`src/rtl/im_loader.sv`:
```
// ============================================================================
// Module   : im_loader
// Brief    : Receives a byte-serial program image (16-bit big-endian word
//            count followed by big-endian 32-bit words), writes each word to
//            instruction memory, and releases the CPU once the image is
//            complete. An inter-byte timeout and an oversize count abort
//            the load.
//            Optional macro IM_LOADER_CHECKSUM_EN: a trailing byte holding
//            the 8-bit sum of all data bytes must match before the CPU is
//            released.
// Revision : 1.0 - initial release
// ============================================================================
`default_nettype none

module im_loader #(
    parameter int ADDR_W  = 10,
    parameter int TIMEOUT = 1000000
) (
    input  logic              Clk,
    input  logic              Reset,
    input  logic              Rx_valid,
    input  logic [7:0]        Rx_data,
    output logic              IM_we,
    output logic [ADDR_W-1:0] IM_addr,
    output logic [31:0]       IM_wdata,
    output logic              CPU_run,
    output logic              Done,
    output logic              Err
);

    // Idle counter only needs to reach TIMEOUT-1; the abort fires on the
    // idle cycle that would make it TIMEOUT.
    localparam int                c_TO_W      = (TIMEOUT > 1) ? $clog2(TIMEOUT) : 1;
    localparam logic [c_TO_W-1:0] c_TO_LAST   = c_TO_W'(TIMEOUT - 1);
    localparam logic [31:0]       c_MAX_WORDS = 32'd1 << ADDR_W;

    typedef enum logic [2:0] {
        S_IDLE   = 3'd0,
        S_CNT_LO = 3'd1,
        S_LOAD   = 3'd2,
        S_DONE   = 3'd3,
        S_ERR    = 3'd4
    } state_t;

    state_t              r_state;
    logic [15:0]         r_count;     // word count N; high byte valid after IDLE
    logic [ADDR_W:0]     r_word_idx;  // one extra bit so N = 2^ADDR_W never aliases
    logic [1:0]          r_byte_idx;
    logic [31:0]         r_asm;
    logic [c_TO_W-1:0]   r_idle_cnt;
`ifdef IM_LOADER_CHECKSUM_EN
    logic [7:0]          r_csum;
`endif

    logic [15:0] w_n;
    logic [31:0] w_word;
    logic        w_all_words;
    logic        w_timeout;
    logic        w_too_big;
    logic        w_finish;
    logic        w_csum_phase;
    logic        w_csum_ok;

    assign w_n         = {r_count[15:8], Rx_data};
    assign w_word      = {r_asm[23:0], Rx_data};
    assign w_all_words = (32'(r_word_idx) == 32'(r_count));
    assign w_timeout   = !Rx_valid && (r_idle_cnt == c_TO_LAST);
    assign w_too_big   = ({16'd0, w_n} > c_MAX_WORDS);

`ifdef IM_LOADER_CHECKSUM_EN
    // Once every word has been received, the next byte is the checksum.
    // It may legally arrive during the final write cycle.
    assign w_finish     = 1'b0;
    assign w_csum_phase = w_all_words;
    assign w_csum_ok    = (Rx_data == r_csum);
`else
    // Without a checksum the load ends as the final write cycle completes.
    assign w_finish     = IM_we && w_all_words;
    assign w_csum_phase = 1'b0;
    assign w_csum_ok    = 1'b0;
`endif

    // Loader state machine with registered memory-write and status outputs
    always_ff @(posedge Clk or negedge Reset) begin
        if (!Reset) begin
            r_state    <= S_IDLE;
            r_count    <= 16'd0;
            r_word_idx <= '0;
            r_byte_idx <= 2'd0;
            r_asm      <= 32'd0;
            r_idle_cnt <= '0;
`ifdef IM_LOADER_CHECKSUM_EN
            r_csum     <= 8'd0;
`endif
            IM_we      <= 1'b0;
            IM_addr    <= '0;
            IM_wdata   <= 32'd0;
            CPU_run    <= 1'b0;
            Done       <= 1'b0;
            Err        <= 1'b0;
        end else begin
            // The write strobe is a single-cycle pulse unless re-armed below
            IM_we <= 1'b0;

            case (r_state)
                S_IDLE: begin
                    if (Rx_valid) begin
                        r_count    <= {Rx_data, 8'h00};
                        r_idle_cnt <= '0;
                        r_state    <= S_CNT_LO;
                    end
                end

                S_CNT_LO: begin
                    if (Rx_valid) begin
                        r_count    <= w_n;
                        r_word_idx <= '0;
                        r_byte_idx <= 2'd0;
                        r_asm      <= 32'd0;
                        r_idle_cnt <= '0;
`ifdef IM_LOADER_CHECKSUM_EN
                        r_csum     <= 8'd0;
`endif
                        if (w_too_big) begin
                            r_state <= S_ERR;
                            Err     <= 1'b1;
`ifndef IM_LOADER_CHECKSUM_EN
                        end else if (w_n == 16'd0) begin
                            r_state <= S_DONE;
                            Done    <= 1'b1;
                            CPU_run <= 1'b1;
`endif
                        end else begin
                            r_state <= S_LOAD;
                        end
                    end else if (w_timeout) begin
                        r_state <= S_ERR;
                        Err     <= 1'b1;
                    end else begin
                        r_idle_cnt <= r_idle_cnt + c_TO_W'(1);
                    end
                end

                S_LOAD: begin
                    if (w_finish) begin
                        r_state <= S_DONE;
                        Done    <= 1'b1;
                        CPU_run <= 1'b1;
                    end else if (Rx_valid && w_csum_phase) begin
                        if (w_csum_ok) begin
                            r_state <= S_DONE;
                            Done    <= 1'b1;
                            CPU_run <= 1'b1;
                        end else begin
                            r_state <= S_ERR;
                            Err     <= 1'b1;
                        end
                    end else if (Rx_valid) begin
                        r_idle_cnt <= '0;
                        r_asm      <= w_word;
                        r_byte_idx <= r_byte_idx + 2'd1;
`ifdef IM_LOADER_CHECKSUM_EN
                        r_csum     <= r_csum + Rx_data;
`endif
                        // Fourth byte completes a word: write it next cycle
                        if (r_byte_idx == 2'd3) begin
                            IM_we      <= 1'b1;
                            IM_addr    <= r_word_idx[ADDR_W-1:0];
                            IM_wdata   <= w_word;
                            r_word_idx <= r_word_idx + (ADDR_W+1)'(1);
                        end
                    end else if (w_timeout) begin
                        r_state <= S_ERR;
                        Err     <= 1'b1;
                    end else begin
                        r_idle_cnt <= r_idle_cnt + c_TO_W'(1);
                    end
                end

                // Terminal states: bytes are ignored, only reset leaves
                S_DONE: r_state <= S_DONE;
                S_ERR:  r_state <= S_ERR;

                default: r_state <= S_IDLE;
            endcase
        end
    end

endmodule

`default_nettype wire

```
`config.mk`:
```
export PLATFORM = sky130hd
export DESIGN_NAME = im_loader
export DESIGN_NICKNAME = d
export VERILOG_FILES = /design/src/rtl/im_loader.sv
export SDC_FILE = /design/constraint.sdc
export NUM_CORES = 1
export LEC_CHECK = 0
export ABC_AREA = 1
export CAP_MARGIN = 20
export CORE_MARGIN = 4
export CORE_UTILIZATION = 45
export CTS_CLUSTER_SIZE = 40
export DETAILED_ROUTE_END_ITERATION = 12
export PLACE_DENSITY_LB_ADDON = 0.2
export SLEW_MARGIN = 10
export SYNTH_ARGS = -nofsm -noshare
export SYNTH_HDL_FRONTEND = slang
export SYNTH_SLANG_ARGS = --single-unit
```
`constraint.sdc`:
```
create_clock -name Clk -period 2.6 [get_ports Clk]
set_clock_uncertainty 0.15 [all_clocks]
set_input_delay 0.52 -clock Clk [delete_from_list [all_inputs] [get_ports Clk]]
set_output_delay 0.52 -clock Clk [all_outputs]
set_load 0.02 [all_outputs]
```
==> metrics.csv <==
stage;metric;value;unit
worst_setup_path;crit-path leading delay family;buffers and inverters;
worst_setup_path;Slowest-stage cell, CP;clkdlybuf4s50_1;
synthesis;Synth Register Bits;121;
route;initial drt markers;371;
synthesis;Avg Inst Size Synth;7.371;µm²
placed_design;Port Buffers;56;
global_route;GR peak layer;met2;
global_route;first-pass GRT wire length;26320;µm
synthesis;Syn Nets;858;
global_route;M1 GR Usage;0.2961;
synthesis;largest family of logic cells by synthesized area;simple AND/OR/NAND/NOR gates;
route;vias per cell;5.068;
power_and_ir_drop;Final Total Pwr;6.106;mW
synthesis;Seq/Total Area, Yosys;0.4867;
floorplanning;die height;125.6;µm
synthesis;adder-cell area share of the yosys netlist;0.006034;
synthesis;Synth Warn #;0;
worst_setup_path;Reg2Reg Setup Slack;0.49;ns
global_route;grt ovf;0;
worst_setup_path;Startpoint Class;flop;
worst_setup_path;Setup CP Type;flop to output port;
global_route;largest net degree at the start of global routing;71;
placed_design;GP Congestion;0.9308;
worst_setup_path;Reg2Reg Depth;10;
sta;unrepaired setup endpoints after global routing;false;
placed_design;detailed placement HPWL;10990;µm
floorplanning;Die Wd;125.6;µm
final_layout;layout cells sized above 1;0.07492;
clocking;H-Tree Level Count;4;
global_route;gr usage total;0.2048;
clocking;clock latency on the worst-skew pair;0.43;ns
synthesis;Mapped Area;6221;µm²
route;DR vias;5560;
global_route;met2 GRT Util;0.3071;
power_and_ir_drop;Worst VDD drop;539.4;µV
worst_setup_path;Worst Path Buf+Inv;1;
power_and_ir_drop;PD cells;800.0;nW/µm²
synthesis;simple-gate portion of the synthesized area;0.3725;
synthesis;number of distinct library cells after synthesis;31;
hold_path;Worst Hold Depth;2;
sta;Sum Neg Setup Slack;0;ns
sta;Least-Margin Pin Slew;0.5158;ns
sta;count of final setup violators;0;
hold_path;hold path startpoint;r_asm[16];
flow_run;number of max-cap violations;0;
clocking;total CTS buffers;17;
clocking;clk sinks;121;
hold_path;Hold/Removal Path Class;flop to flop;
global_route;met3 usage;0.04606;
final_layout;fin nets;923;
global_route;vias in the first global route;5289;
power_and_ir_drop;Leak;3.758;nW
worst_setup_path;Crit path required time;1.93;ns
floorplanning;die area;15770;µm²
final_layout;Final Instance Area;7632;µm²
sta;fin crit share;0.8281;
floorplanning;Initial Util;0.4642;
route;WL final;15640;µm
final_layout;ant diodes;0;
route;antenna-violating nets left;0;
status;status;finished clean;
sta;final hold violations;0;
clocking;CTS tree;done;
synthesis;mux contribution to synthesized area;0;
worst_setup_path;Arrival @ worst endpoint;1.48;ns
clocking;Reg clk slew, reported paths;0.05;ns
worst_setup_path;worst r2r dst;r_word_idx[2];
worst_setup_path;worst reg2reg startpoint;r_word_idx[5];
hold_path;sink of the worst hold path;IM_wdata[24];
sta;Period minus WS final;2.153;ns
floorplanning;Cell Rows;42;
sta;Slew HR;0.6553;
global_route;initial antenna violation count;0;
sta;hold_ws;0.3196;ns
floorplanning;# IOs;57;
route;1st-pass router iterations;6;
final_layout;area delta synth->final;22.69;%
worst_setup_path;CP max stage delay;0.63;ns
sta;Fmax;0.4645;GHz
route;routed len/inst;14.26;µm
synthesis;XOR/XNOR share of the synthesized area;0.002816;
synthesis;Cells after Synth;844;
clocking;Post-CTS Resized;0;
worst_setup_path;Max FO, Critical Path;4;
clocking;CTS Root Cell;clkbuf_16;
route;Remaining DRCs;0;
sta;Slew Viols, Final;0;
synthesis;Synth Area in Compound Gates;0.05994;
floorplanning;core area;13400;µm²
worst_setup_path;CP Capture Type;output port;
clocking;clock buffer depth;2;
worst_setup_path;worst-path cell chain;clkdlybuf4s50_1;
placed_design;Post-DP Area;7005;µm²
[sequential cells by signal, indices dropped and copies added, names as in the netlist]
name / cells
r_count: 16
r_state: 3
IM_wdata: 32
Done: 1
r_asm: 24
IM_we: 1
r_idle_cnt: 20
Err: 1
IM_addr: 10
r_byte_idx: 2
r_word_idx: 11
[synth_stat cells]
cell / n / area, µm²
buf_6: 4 / 45.04
nor2_2: 2 / 12.51
nand3b_1: 1 / 7.510
inv_4: 1 / 6.260
o21bai_1: 6 / 45.04
o31ai_1: 8 / 60.06
a21oi_1: 2 / 10.01
nand3_4: 1 / 17.52
nand4_1: 37 / 231.5
clkbuf_1: 9 / 33.78
nand3_2: 2 / 20.02
nand2_4: 1 / 11.26
nor3b_1: 1 / 7.510
buf_4: 9 / 67.56
clkbuf_2: 1 / 5.000
inv_1: 60 / 225.2
inv_2: 8 / 30.03
xor2_1: 2 / 17.52
or2_2: 2 / 12.51
dfrtp_1: 121 / 3028
o21ai_0: 30 / 150.1
o21ai_1: 10 / 50.05
ha_1: 3 / 37.54
a21boi_0: 1 / 7.510
nand2_1: 351 / 1318
nor3_1: 3 / 15.01
nand3_1: 68 / 340.3
nor2_1: 83 / 311.6
nand2_2: 2 / 12.51
o22ai_1: 8 / 50.05
buf_2: 7 / 35.03
[cell families (layout without fill, tap and decap cells)]
group | Yosys count | after routing
and+or+nand+nor | 554 | 554
buffers and inverters | 99 | 176
adders and majority gates | 3 | 3
AOI/OAI and AO/OA | 65 | 65
xor gates and xnor gates | 2 | 2
DFF | 121 | 121
[through the flow]
step / setup WS [ns] / utilization / instances
3_3_place_gp: 0.2612 / 0.5228 / 1065
6_report: 0.4470 / 0.5696 / 1097
2_1_floorplan: 0.6826 / - / 844
5_1_grt: 0.3055 / 0.5696 / 1097
3_5_place_dp: 0.2259 / 0.5228 / 1065
4_1_cts: 0.4274 / 0.5696 / 1097
[cells in the final DEF (no fill, tap or decap), types with 8 or more instances in the layout]
master / instances
buf_4: 16
o21ai_0: 30
o31ai_1: 8
o21ai_1: 10
nor2_1: 83
clkdlybuf4s50_1: 55
nand4_1: 37
dfrtp_1: 121
nand2_1: 351
nand3_1: 68
o22ai_1: 8
clkbuf_16: 17
inv_1: 60
inv_2: 8
[per-layer routing]
metal / up-vias / routed length (µm) / share of wire
li1: 2841 / - / -
met1: 2570 / 7630 / 0.49
met2: 128 / 7057 / 0.45
met3: 21 / 680 / 0.043
met4: 0 / 269 / 0.017
met5: - / 0 / 0
[timing repair]
item / CTS / global route
setup buffers: 0 / 0
hold buffers: 1 / 0
hold endpoints to repair: 28 / 0
[report_power, final]
part	internal, mW	switching, mW
Combinational	0.438	0.943
Sequential	2.07	0.174
Clock	1.62	0.865
[worst max path at each step]
stage,from,endpoint,slack [ns],cells after the start
floorplan,r_idle_cnt[0],r_idle_cnt[5],0.68,11
global placement,Rx_valid,r_idle_cnt[18],0.26,12
finish,IM_we,IM_we,0.45,1
CTS,IM_we,IM_we,0.43,1
detailed placement,Rx_valid,r_idle_cnt[19],0.23,12
global route,r_word_idx[5],r_word_idx[8],0.31,10
[final cells by class]
type	count	area (µm²)
Clock buffer	19	442.9
Clock inverter	12	173.9
Fill cell	1271	5768
Inverter	69	261.5
Multi-Input combinational cell	624	2745
Sequential cell	121	3028
Tap cell	176	220.2
Timing Repair Buffer	76	760.7
Power figures use the tool's default switching activity.
